**config.mk**
```make
export PLATFORM = sky130hd
export DESIGN_NAME = module_clkdiv_multi
export DESIGN_NICKNAME = d
export VERILOG_FILES = /design/src/rtl/module_clkdiv_multi_pkg.sv /design/src/rtl/module_clkdiv_multi_chan.sv /design/src/rtl/module_clkdiv_multi.sv
export SDC_FILE = /design/constraint.sdc
export NUM_CORES = 1
export LEC_CHECK = 0
export BUFFER_PORTS_ARGS = -buffer_cell sky130_fd_sc_hd__buf_2
export CORE_MARGIN = 8
export CORE_UTILIZATION = 45
export CTS_BUF_LIST = sky130_fd_sc_hd__clkbuf_4 sky130_fd_sc_hd__clkbuf_8
export CTS_CLUSTER_SIZE = 20
export DETAILED_ROUTE_END_ITERATION = 10
export HOLD_SLACK_MARGIN = 0.15
export PLACE_DENSITY = 0.73
export SYNTH_ARGS = -nofsm -noshare
export SYNTH_HDL_FRONTEND = slang
export SYNTH_HIERARCHICAL = 1
export SYNTH_SLANG_ARGS = --single-unit
```
**constraint.sdc**
```tcl
create_clock -name clk -period 2.91 [get_ports clk]
set_clock_uncertainty 0.2 [all_clocks]
set_input_delay 0.4365 -clock clk [delete_from_list [all_inputs] [get_ports clk]]
set_output_delay 0.4365 -clock clk [all_outputs]
set_load 0.02 [all_outputs]
```
**src/rtl/module_clkdiv_multi_pkg.sv**
```systemverilog
// Shared types and default sizing for the multi-channel tick generator.
package pkg_clkdiv;

  typedef enum logic {
    MODE_PERIODIC = 1'b0,
    MODE_ONESHOT  = 1'b1
  } clkdiv_mode_t;

  localparam int N_CH_DEF        = 4;
  localparam int CNT_W_DEF       = 20;
  localparam int DEFAULT_DIV_DEF = 1000000;

  // Width of a channel index; a single channel still needs a 1-bit port.
  function automatic int ch_idx_w(input int n);
    return (n > 1) ? $clog2(n) : 1;
  endfunction

endpackage

```
**src/rtl/module_clkdiv_multi_chan.sv**
```systemverilog
// One divider channel: holds its divisor, mode and phase, emits a registered
// one-cycle tick on terminal count plus a toggle wave at half the tick rate.
module module_clkdiv_chan
  import pkg_clkdiv::*;
#(
  parameter int CNT_W       = CNT_W_DEF,
  parameter int DEFAULT_DIV = DEFAULT_DIV_DEF
) (
  input  logic             clk,
  input  logic             rst,
  input  logic             en,
  input  logic             sync,
  input  logic             ld,
  input  logic [CNT_W-1:0] ld_div,
  input  clkdiv_mode_t     ld_mode,
  output logic             tick,
  output logic             wave,
  output logic             busy
);

  localparam logic [CNT_W-1:0] ONE = CNT_W'(1);

  logic [CNT_W-1:0] div_reg;
  logic [CNT_W-1:0] cnt_reg;
  clkdiv_mode_t     mode_reg;
  logic             armed_reg;
  logic             wave_reg;
  logic             tick_reg;

  // Load beats sync beats counting; a load on the terminal-count edge drops
  // that tick because the phase restarts from zero.
  always_ff @(posedge clk) begin
    if (rst) begin
      div_reg   <= CNT_W'(DEFAULT_DIV);
      mode_reg  <= MODE_PERIODIC;
      cnt_reg   <= '0;
      armed_reg <= 1'b1;
      wave_reg  <= 1'b0;
      tick_reg  <= 1'b0;
    end else if (ld) begin
      div_reg   <= ld_div;
      mode_reg  <= ld_mode;
      cnt_reg   <= '0;
      armed_reg <= 1'b1;
      wave_reg  <= 1'b0;
      tick_reg  <= 1'b0;
    end else if (sync) begin
      cnt_reg   <= '0;
      armed_reg <= 1'b1;
      wave_reg  <= 1'b0;
      tick_reg  <= 1'b0;
    end else if (en && armed_reg && (div_reg != '0)) begin
      if (cnt_reg == (div_reg - ONE)) begin
        cnt_reg  <= '0;
        tick_reg <= 1'b1;
        wave_reg <= ~wave_reg;
        if (mode_reg == MODE_ONESHOT) begin
          armed_reg <= 1'b0;
        end
      end else begin
        cnt_reg  <= cnt_reg + ONE;
        tick_reg <= 1'b0;
      end
    end else begin
      // Paused, halted (div 0) or spent one-shot: phase and wave hold.
      tick_reg <= 1'b0;
    end
  end

  assign tick = tick_reg;
  assign wave = wave_reg;
  assign busy = armed_reg;

endmodule

```
**src/rtl/module_clkdiv_multi.sv**
```systemverilog
// Multi-channel programmable tick/clock-enable generator: a config write
// decoder fanning out to N_CH independent divider channels.
module module_clkdiv_multi
  import pkg_clkdiv::*;
#(
  parameter int N_CH        = N_CH_DEF,
  parameter int CNT_W       = CNT_W_DEF,
  parameter int DEFAULT_DIV = DEFAULT_DIV_DEF,
  localparam int CH_W       = ch_idx_w(N_CH)
) (
  input  logic             clk,
  input  logic             rst,
  input  logic             en_i,
  input  logic             sync_i,
  input  logic             cfg_we_i,
  input  logic [CH_W-1:0]  cfg_ch_i,
  input  logic [CNT_W-1:0] cfg_div_i,
  input  logic             cfg_mode_i,
  output logic [N_CH-1:0]  tick_o,
  output logic [N_CH-1:0]  wave_o,
  output logic [N_CH-1:0]  busy_o
);

  logic [N_CH-1:0] ld_vec;
  clkdiv_mode_t    cfg_mode;

  assign cfg_mode = clkdiv_mode_t'(cfg_mode_i);

  // Indices at or beyond N_CH match no channel, so such writes vanish.
  genvar gi;
  generate
    for (gi = 0; gi < N_CH; gi++) begin : g_ch
      assign ld_vec[gi] = cfg_we_i && (cfg_ch_i == CH_W'(gi));

      module_clkdiv_chan #(
        .CNT_W       (CNT_W),
        .DEFAULT_DIV (DEFAULT_DIV)
      ) u_chan (
        .clk     (clk),
        .rst     (rst),
        .en      (en_i),
        .sync    (sync_i),
        .ld      (ld_vec[gi]),
        .ld_div  (cfg_div_i),
        .ld_mode (cfg_mode),
        .tick    (tick_o[gi]),
        .wave    (wave_o[gi]),
        .busy    (busy_o[gi])
      );
    end
  endgenerate

endmodule

```
* Word-level counts from Yosys, hierarchy flattened *
Index checks and enable logic that the tools add are counted.

storage, ports and cells
  bits in registers = 176
  word-level logic and storage cells = 88
  bits of input ports = 28
  output and inout port bits = 12

cells by class
  add/sub/neg operators = 8
  mux-type cells = 8
  reduce and logical (&&, ||, !) cells = 33
  equal/unequal tests = 7
  bitwise gates (word level) = 8

operator list
  kind                                                 number
  adder 20 x 1 -> 20 bit, second input constant        4
  equality test 20 bit                                 4
  two-way mux 20 bit                                   4
  nonzero test 20 bit                                  4
  subtractor 20 x 1 -> 20 bit, second input constant   4
  OR reduction 4 bit                                   4
  logical AND 1 bit                                    12
  AND reduction 3 bit                                  4
  OR reduction 3 bit                                   4
  NOT 1 bit                                            8
  AND reduction 2 bit                                  4
  equality test 2 bit, second input constant           2
  two-way mux 1 bit                                    4
  equality test 2 x 1 -> 1 bit, second input constant  1
  logical NOT 2 bit                                    1

* Longest topological paths before layout *
Gate-level depths: netlist (run 1).

  depth in word-level cells = 4
  mapped depth = 10
  mapped depth without buffers = 9

* Cells and area by module *
Netlist (run 1), hierarchy kept.

by module, submodules not included
  module                                   cells an instance  times used  area an instance (µm²)  sequential area each (µm²)
  module_clkdiv_chan (g_ch[0].u_chan ...)  274                3           2,427.3                 880.8
  module_clkdiv_chan (g_ch[3].u_chan)      290                1           2,522.4                 880.8
  module_clkdiv_multi                      4                  1           37.5                    0.0

* Least setup slack after synthesis (run 1) *
No wires, ideal clock.

  path type = register to register
  start point = register g_ch[3].u_chan.div_reg[6]
  end point = register g_ch[3].u_chan.wave_reg
  clock period less this slack = 2.730 ns
  path buffers = 1
  data required time = 2.640 ns
  slack = 0.180 ns
  stages on the path, launching flop included = 9
  setup time = 0.070 ns
  arrival time = 2.460 ns
  path through = dfxtp_1 buf_6 nor4_4 nand3_2 or4b_4 a2111oi_4 nand4_2 or3_1 a21oi_1

on the way
  word-level cells in the longest chain between the ends = 3
  elaborated cells between the ends (all ways) = 5
  classes of those cells = add/sub: 1; eq/ne: 1; reduce/logical: 3

RTL lines
  element                                                                    RTL line                                                        source
  start, declared                                                            module_clkdiv_multi_chan.sv:23                                  logic [CNT_W-1:0] div_reg;
  start signal, assigned                                                     module_clkdiv_multi_chan.sv:34                                  div_reg <= CNT_W'(DEFAULT_DIV);
  start signal, assigned                                                     module_clkdiv_multi_chan.sv:41                                  div_reg <= ld_div;
  subtractor 20 x 1 -> 20 bit / nonzero test 20 bit (equally long branches)  module_clkdiv_multi_chan.sv:53, module_clkdiv_multi_chan.sv:52
  equality test 20 bit / logical AND 1 bit (equally long branches)           module_clkdiv_multi_chan.sv:53, module_clkdiv_multi_chan.sv:52
  AND reduction 2 bit (no source line) *                                     n/a
  end signal, assigned                                                       module_clkdiv_multi_chan.sv:56                                  wave_reg <= ~wave_reg;
  end, declared                                                              module_clkdiv_multi_chan.sv:27                                  logic wave_reg;

Mark *: on every way between the ends. The rest lies on a longest branch, timed or not.
A chain may end at the register's enable or synchronous reset.

* Final worst setup path (run 1) *
  start point = register g_ch[1].u_chan.div_reg[1]
  end point = register g_ch[1].u_chan.cnt_reg[6]

on the way
  word-level cells in the longest chain between the ends = 3
  elaborated cells between the ends (all ways) = 5
  classes of those cells = add/sub: 1; eq/ne: 1; mux: 1; reduce/logical: 2

RTL lines
  element                      RTL line                        source
  start, declared              module_clkdiv_multi_chan.sv:23
  start signal, assigned       module_clkdiv_multi_chan.sv:34
  start signal, assigned       module_clkdiv_multi_chan.sv:41
  subtractor 20 x 1 -> 20 bit  module_clkdiv_multi_chan.sv:53  if (cnt_reg == (div_reg - ONE)) begin
  equality test 20 bit         module_clkdiv_multi_chan.sv:53
  two-way mux 20 bit           module_clkdiv_multi_chan.sv:53
  end signal, assigned         module_clkdiv_multi_chan.sv:61  cnt_reg <= cnt_reg + ONE;
  end, declared                module_clkdiv_multi_chan.sv:24  logic [CNT_W-1:0] cnt_reg;

Parallel ways exist; a longest one is shown, timed or not.

==> metrics, run 1 <==
flops & latches, synth 176; flop2flop setup slack 0.13 ns; vias in the first global route 7744; drt via density 5.60; vias post-DR 8368; global router's overall resource usage 18.0%; Core Rows 54; total wire length 24300 um; VDD IR-drop max 0.316 mV; DRT iter0 DRCs 591; # fillers 1989; normalized max-slew margin 53.3%; CP Launch Type register; Sink Count 176; final hold vios 0; Setup crit start g_ch[1].u_chan/div_reg[1]; Reg clk slew, reported paths 0.09 ns; global-route wire length before repair 39100 um; outcome finished clean; synth warn 6; layout cells sized above 1 14.2%; arrival time worst endpoint 2.94 ns; hold_ws 0.180 ns; Mapped Nets 1152; CTS tree done; Slew Viols, Final 0; power consumption 0.00487 W; crit-path max cell delay 0.42 ns; GP Congestion 0.858; Main synth FF type dfxtp_1; initial antenna violation count 0; Worst-Skew Late Latency 0.48 ns; port bufs 39; Worst Hold Class input port to register; die height 164 um; core area 21600 sq um; DR DRC count 0; cell area after synthesis 9840 sq um; sequential-to-total area share from yosys stat 35.8%; end of the critical path g_ch[1].u_chan/cnt_reg[6]; Initial Util 45.5%; fmax 0.360 GHz; post-synth top area cell dfxtp_1; ys async rst share 0%; Least-Margin Pin Slew 0.701 ns; Final Cycle Share 95.5%; Leak 3.97 nW; Crit-path slowest cell o31ai_2; # diodes 0; Syn Inst Count 1116; RR Endpoint g_ch[1].u_chan/cnt_reg[6]; ranking of synthesized cells by area dfxtp_1 (36%), xnor2_1 (8.5%), mux2i_1 (7.6%), nor2_1 (6.9%), xor2_1 (6.4%); critical path depth 11; IO Pins 40; post-route ant nets 0; largest net degree at the start of global routing 39; CP required 3.07 ns; Max-cap violations 0; PwrDens 431 nW/um^2; H-Tree Depth 4; Final setup viols 0; Num CTS Buffers 17; Net count, final 1237; Routed WL per cell 16.2 um; crit path time final 2.78 ns; Post-Route Utilization 52.3%; cell family with most CP delay simple AND/OR/NAND/NOR gates; final worst setup slack 0.131 ns; clk root buf clkbuf_8; CP Cell Sequence inv_1 -> ha_1 -> nor4b_4 -> buf_4 -> nand4_1 -> xnor2_1 -> o21ai_0 -> nand4bb_1 -> o31ai_2 -> buf_12 -> nor2_1; EDFF count, synth 0; # placed instances 1430; layout overhead on the synthesized area 14.8%; Setup WS pre-CTS -0.0466 ns; Yosys top cell area share 35.8%; syn avg cell area 8.82 sq um; worst reg2reg startpoint g_ch[1].u_chan/div_reg[1]; die area 26900 sq um; DIE WIDTH 164 um; CP Class register to register; final non-filler cell total 1494; dpl hpwl 17500 um; worst reg2reg path depth 11; Crit. End Element register; Max FO, Critical Path 20; Cell variety after synth 73; crit path buf inv count 3; TritonRoute pass-1 iters 6; Clock Path Buffers 2; GR Overflow Total 0
-- layout make-up --
| cell class | instances | area, sq um | share of cell area [%] |
|---|---|---|---|
| multi-input combinational | 869 | 6090 | 53.9 |
| sequential | 176 | 3520 | 31.2 |
| timing repair buffer | 111 | 825 | 7.30 |
| tap | 280 | 350 | 3.10 |
| clock buffer | 20 | 275 | 2.44 |
| clock inverter | 12 | 133 | 1.17 |
| inverter | 26 | 97.6 | 0.864 |
-- through the flow --
| stage | area [sq um] | TNS, ns |
|---|---|---|
| floorplan | 9840 | 0 |
| global placement | 10500 | -0.107 |
| detailed placement | 10500 | -1.06 |
| CTS | 11100 | 0 |
| global route | 11300 | -0.287 |
| finish | 11300 | 0 |
-- layout by cell type, fill, tap and decap left out, types with 22 or more instances in the layout --
master,instances
nand2_1,79
buf_2,39
and3_1,30
dfxtp_1,175
mux2i_1,75
a21oi_1,22
xor2_1,72
inv_1,26
xnor2_1,96
nor3_1,31
nor2b_1,24
nor2_1,182
nand4_1,30
buf_4,46
nand3_1,25
-- cells in the mapped netlist (all sizes together), types with 5 or more instances --
library cell  number
a31oi              6
xnor2             96
ha                 8
and4              14
or4                6
a311oi             6
a211o             16
inv               26
buf               23
o31ai              7
mux2i             75
nand4             31
clkbuf            22
xor2              72
nand3             26
nor2             182
a21oi             22
o2111ai            6
dfxtp            176
or3               10
nand4b             7
o41ai              9
o21ai             19
and3              31
nor4b              5
nand2             79
nor3b              7
nor4              13
nor2b             24
nor3              39
-- how the worst min path moves through the flow --
| stage | start | end | slack [ns] | depth (start not counted) |
|---|---|---|---|---|
| global route | cfg_ch_i[1] | g_ch[0].u_chan/div_reg[17] | 0.19 | 4 |
| detailed placement | g_ch[1].u_chan/wave | g_ch[1].u_chan/wave | 0.28 | 2 |
| finish | cfg_ch_i[1] | g_ch[0].u_chan/div_reg[17] | 0.18 | 4 |
| CTS | cfg_ch_i[1] | g_ch[0].u_chan/div_reg[17] | 0.16 | 4 |
| floorplan | g_ch[3].u_chan/mode_reg | g_ch[3].u_chan/mode_reg | 0.26 | 2 |
| global placement | g_ch[1].u_chan/busy | g_ch[1].u_chan/busy | 0.27 | 2 |
-- worst min-delay path, cell delays in order --
cell,delay [ns]
buf_2,0.12
nor3b_4,0.08
mux2i_1,0.13
nand2_1,0.06
-- metal layers --
layer  global-route usage (%)  vias up  part of all wire, %
met5                        0        -                    0
li1                         -     4106                    -
met3                     2.93       15                  4.9
met2                     30.1      166                   48
met4                     4.79        0                 0.88
met1                     23.8     4081                   47
-- power breakdown --
| group | internal [W] | switching [W] | leakage, nW | total [W] |
|---|---|---|---|---|
| clock | 0.000835 | 0.000918 | 0.207 | 0.00175 |
| sequential | 0.00245 | 0.0000727 | 1.43 | 0.00253 |
| combinational | 0.000267 | 0.000318 | 2.34 | 0.000585 |
| total | 0.00356 | 0.00131 | 3.97 | 0.00487 |
-- repair_timing --
item,in CTS,in global routing
gates resized for setup,2,18
hold endpoints to repair,84,0
setup buffers,1,9
hold buffers,21,0
cloned,0,1
setup endpoints to repair,42,86
pin swaps,0,6
-- kinds of logic after synthesis --
group / after synthesis / synth area share (%)
AO/OA/AOI/OAI: 130 / 10.4
XOR/XNOR: 168 / 15.0
adder cells (fa/ha/maj): 8 / 1.02
buffers and inverters: 71 / 3.29
flip-flops: 176 / 35.8
multiplexers: 75 / 7.63
AND/OR/NAND/NOR: 488 / 26.9
(Power assumes the default switching activity.)
==> run 2: changes to the inputs <==
--- a/config.mk
+++ b/config.mk
@@ -6,6 +6,7 @@
 export NUM_CORES = 1
 export LEC_CHECK = 0
 export BUFFER_PORTS_ARGS = -buffer_cell sky130_fd_sc_hd__buf_2
+export CORE_ASPECT_RATIO = 2
 export CORE_MARGIN = 8
 export CORE_UTILIZATION = 45
 export CTS_BUF_LIST = sky130_fd_sc_hd__clkbuf_4 sky130_fd_sc_hd__clkbuf_8
==> run 2 against run 1 <==
Setup slack got worse by 0.018 ns. Critical endpoint is now g_ch[1].u_chan/wave. Global-route usage rose by 0.83 points. Critical path depth did not move. Cell count fell by 0.13%. Core utilization rose by 0.60 points. Clock power fell by 3%. Via count rose by 0.36%. First-iteration DRC count rose by 2.0%. Largest cell class unchanged.
==> metrics, run 2 (synthesis results as in run 1) <==
outcome finished clean; DRT iter0 DRCs 603; Final setup viols 0; Leak 4.02 nW; CP Launch Type register; Top Metal Used met4; crit path time final 2.80 ns; global-route wire length before repair 40700 um; vias post-DR 8398; largest net degree at the start of global routing 47; FF+latch area 3520 sq um; Worst-Skew Late Latency 0.48 ns; Crit. End Element register; Reg clk slew, reported paths 0.09 ns; CTS tree done; PwrDens 425 nW/um^2; die height 225 um; Initial Util 45.8%; DR DRC count 0; Setup WS pre-CTS -0.0349 ns; IO Pins 40; met3 routed WL 752 um; VDD IR-drop max 0.267 mV; dpl hpwl 19300 um; die area 27100 sq um; GP Congestion 0.944; global router's overall resource usage 18.9%; TritonRoute pass-1 iters 5; final worst setup slack 0.113 ns; M1 WL 9490 um; drt via density 5.63; core area 21500 sq um; layout cells sized above 1 14.6%; layout overhead on the synthesized area 15.4%; setup_tns 0 ns; final non-filler cell total 1492; Net count, final 1241; clk root buf clkbuf_8; Slew Viols, Final 0; H-Tree Depth 4; CP Class register to register; # fillers 2019; Clock Path Buffers 2; # placed instances 1429; initial antenna violation count 1; most frequent cells in the layout nor2_1 (181), dfxtp_1 (176), xnor2_1 (96); port bufs 39; post-route ant nets 0; Post-Route Utilization 52.9%; fmax 0.358 GHz; Core Rows 76; Worst Hold Class input port to register; normalized max-slew margin 44.5%; DIE WIDTH 121 um; Least-Margin Pin Slew 0.821 ns; total wire length 25700 um; final hold vios 0; arrival time worst endpoint 3.01 ns; vias in the first global route 7945; Routed WL per cell 17.2 um; GR Overflow Total 0; commonest non-fill, non-tap cell in the layout nor2_1; Max-cap violations 0; power consumption 0.00483 W; CP required 3.13 ns; WL met2 13900 um; Max FO, Critical Path 7; Final Cycle Share 96.1%; footprint of the multi-input gates 6150 sq um; Sink Count 176; Num CTS Buffers 17
run 2: cell count changes in the layout (fill, tap and decap cells not counted), sizes merged:
cell	previous run	this run
buf	90	94
inv	28	31
bufinv	2	1
clkinv	6	4
diode	0	1
run 2: path summary, 6_finish.rpt:
path | from | slack [ns] | end | cells past startpoint
worst max-delay path | g_ch[1].u_chan/div_reg[0] | 0.11 | g_ch[1].u_chan/wave | 11
worst min-delay path | sync_i | 0.22 | g_ch[1].u_chan/busy | 3
worst max register to register | g_ch[1].u_chan/div_reg[0] | 0.11 | g_ch[1].u_chan/wave | 11
worst min register to register | g_ch[1].u_chan/wave | 0.29 | g_ch[1].u_chan/wave | 2
run 2: layer usage:
metal  vias to the layer above  track usage (%)
li1                       4133                -
met4                         0             12.4
met1                      3985             18.5
met5                         -                0
met3                        87             3.16
met2                       193             35.2
run 2: per-stage QoR:
step | hold WS [ns] | area [sq um]
global route | 0.220 | 11400
detailed placement | 0.279 | 10600
finish | 0.223 | 11400
CTS | 0.183 | 11200
floorplan | 0.260 | 9840
global placement | 0.267 | 10600
run 2: worst max-delay path, cell delays in order (launching register included):
cell       delay [ns]
dfxtp_1          0.41
inv_1            0.07
ha_1             0.24
nor4b_4          0.14
buf_4            0.18
buf_4            0.14
a21oi_1          0.13
a31oi_1          0.05
a21oi_1          0.25
o2111ai_2        0.24
or4_1            0.54
a21oi_1          0.14
run 2: repair_timing:
item,in CTS,in global routing
resized for setup,3,21
endpoints found under the setup margin,42,88
hold endpoints to repair,82,0
pin swaps,0,6
cloned,0,1
setup buffers,0,8
hold buffers,21,0
run 2: layout make-up:
class / count / area share [%]
Sequential cell: 176 / 31.0
Multi-Input combinational cell: 869 / 54.1
Timing Repair Buffer: 115 / 7.57
Tap cell: 273 / 3.01
Clock buffer: 20 / 2.37
Inverter: 26 / 0.859
Clock inverter: 12 / 1.06
Antenna cell: 1 / 0.0220
run 2: power breakdown:
| part | switching (W) | internal (W) |
|---|---|---|
| sequential | 0.0000757 | 0.00245 |
| combinational | 0.000330 | 0.000277 |
| clock | 0.000943 | 0.000747 |
==> run 3: changes to the inputs <==
--- a/config.mk
+++ b/config.mk
@@ -5,7 +5,7 @@
 export SDC_FILE = /design/constraint.sdc
 export NUM_CORES = 1
 export LEC_CHECK = 0
-export BUFFER_PORTS_ARGS = -buffer_cell sky130_fd_sc_hd__buf_2
+export BUFFER_PORTS_ARGS = -buffer_cell sky130_fd_sc_hd__buf_4
 export CORE_ASPECT_RATIO = 2
 export CORE_MARGIN = 8
 export CORE_UTILIZATION = 45
==> run 3 against run 2 <==
Total power decreased by 0.53%. Largest cell class unchanged. Combinational power about the same. Core utilization up 0.17 points.
==> metrics, run 3 (synthesis results as in run 1) <==
CTS tree done; port bufs 39; PwrDens 421 nW/um^2; most frequent cells in the layout nor2_1 (182), dfxtp_1 (176), xnor2_1 (96); CP Launch Type register; arrival time worst endpoint 3.14 ns; Final Cycle Share 100%; TritonRoute pass-1 iters 6; Crit. End Element register; total wire length 25800 um; IO Pins 40; Slew Viols, Final 0; DR DRC count 0; normalized max-slew margin 43.3%; final hold vios 0; clk root buf clkbuf_8; commonest non-fill, non-tap cell in the layout nor2_1; Sink Count 176; layout cells sized above 1 14.5%; Num CTS Buffers 17; vias post-DR 8417; Clock Path Buffers 2; crit path time final 2.91 ns; global-route wire length before repair 40500 um; Post-Route Utilization 53.0%; Core Rows 76; Reg clk slew, reported paths 0.10 ns; vias in the first global route 8033; fmax 0.344 GHz; power consumption 0.00480 W; CP Class register to register; drt via density 5.65; H-Tree Depth 4; Net count, final 1239; GR Overflow Total 0; global router's overall resource usage 18.9%; GP Congestion 0.899; CP required 3.14 ns; outcome finished clean; Setup WS pre-CTS -0.0251 ns; largest net degree at the start of global routing 53; layout overhead on the synthesized area 15.8%; VDD IR-drop max 0.249 mV; DRT iter0 DRCs 473; Final setup viols 0; die height 225 um; final worst setup slack 0.00101 ns; Leak 4.04 nW; Routed WL per cell 17.3 um; Worst Hold Class input port to register; Worst-Skew Late Latency 0.49 ns; initial antenna violation count 1; Max FO, Critical Path 7; Initial Util 45.8%; dpl hpwl 19300 um; setup_tns 0 ns; die area 27100 sq um; Least-Margin Pin Slew 0.840 ns; core area 21500 sq um; DIE WIDTH 121 um; post-route ant nets 0; Max-cap violations 0
-- run 3: per-layer routing --
metal / wire [um] / track usage [%] / part of all wire [%]
met1: 9570 / 18.5 / 37
met2: 13500 / 34.3 / 52
met3: 736 / 2.86 / 2.9
met4: 1980 / 15.6 / 7.7
met5: 0 / 0 / 0
-- run 3: repair_timing --
action                                  CTS  global route
resized for setup                         0            23
endpoints found under the setup margin   21            86
endpoints found under the hold margin    94             0
pin swaps                                 0             6
hold buffers                             22             0
setup buffers                             2             3
-- run 3: power by group --
| part | switching (W) | total, W | internal, W | leakage, nW |
|---|---|---|---|---|
| sequential | 0.0000707 | 0.00253 | 0.00246 | 1.43 |
| combinational | 0.000335 | 0.000610 | 0.000275 | 2.42 |
| clock | 0.000994 | 0.00167 | 0.000672 | 0.195 |
-- run 3: path summary, 6_finish.rpt --
kind | cells past startpoint | endpoint | slack (ns) | start
max | 7 | g_ch[1].u_chan/wave | 0.001 | g_ch[1].u_chan/div_reg[2]
min | 2 | g_ch[1].u_chan/mode_reg | 0.19 | rst
max reg2reg | 7 | g_ch[1].u_chan/wave | 0.001 | g_ch[1].u_chan/div_reg[2]
min reg2reg | 2 | g_ch[1].u_chan/wave | 0.29 | g_ch[1].u_chan/wave
-- run 3: final cells by class --
cell class / instances / area (sq um)
antenna: 1 / 2.50
clock buffer: 19 / 262
clock inverter: 13 / 116
fill: 2034 / 10100
inverter: 26 / 97.6
multi-input combinational: 869 / 6130
sequential: 176 / 3520
tap: 273 / 342
timing repair buffer: 113 / 927
-- run 3: per-stage QoR --
stage	hold WS, ns	instance area [sq um]	std cells
after floorplan	0.260	9840	1116
after global placement	0.266	10600	1430
after detailed placement	0.274	10600	1430
after CTS	0.168	11200	1486
after global routing	0.193	11400	1490
final	0.193	11400	1490
-- run 3: worst max-delay path: stages (launching register included) --
cell and delay (ns):
dfxtp_1 0.42, nor3_2 0.44, a21oi_1 0.16, o21ai_0 0.16, nor3b_1 0.52, o2111ai_2 0.26
or4_1 0.54, a21oi_1 0.14
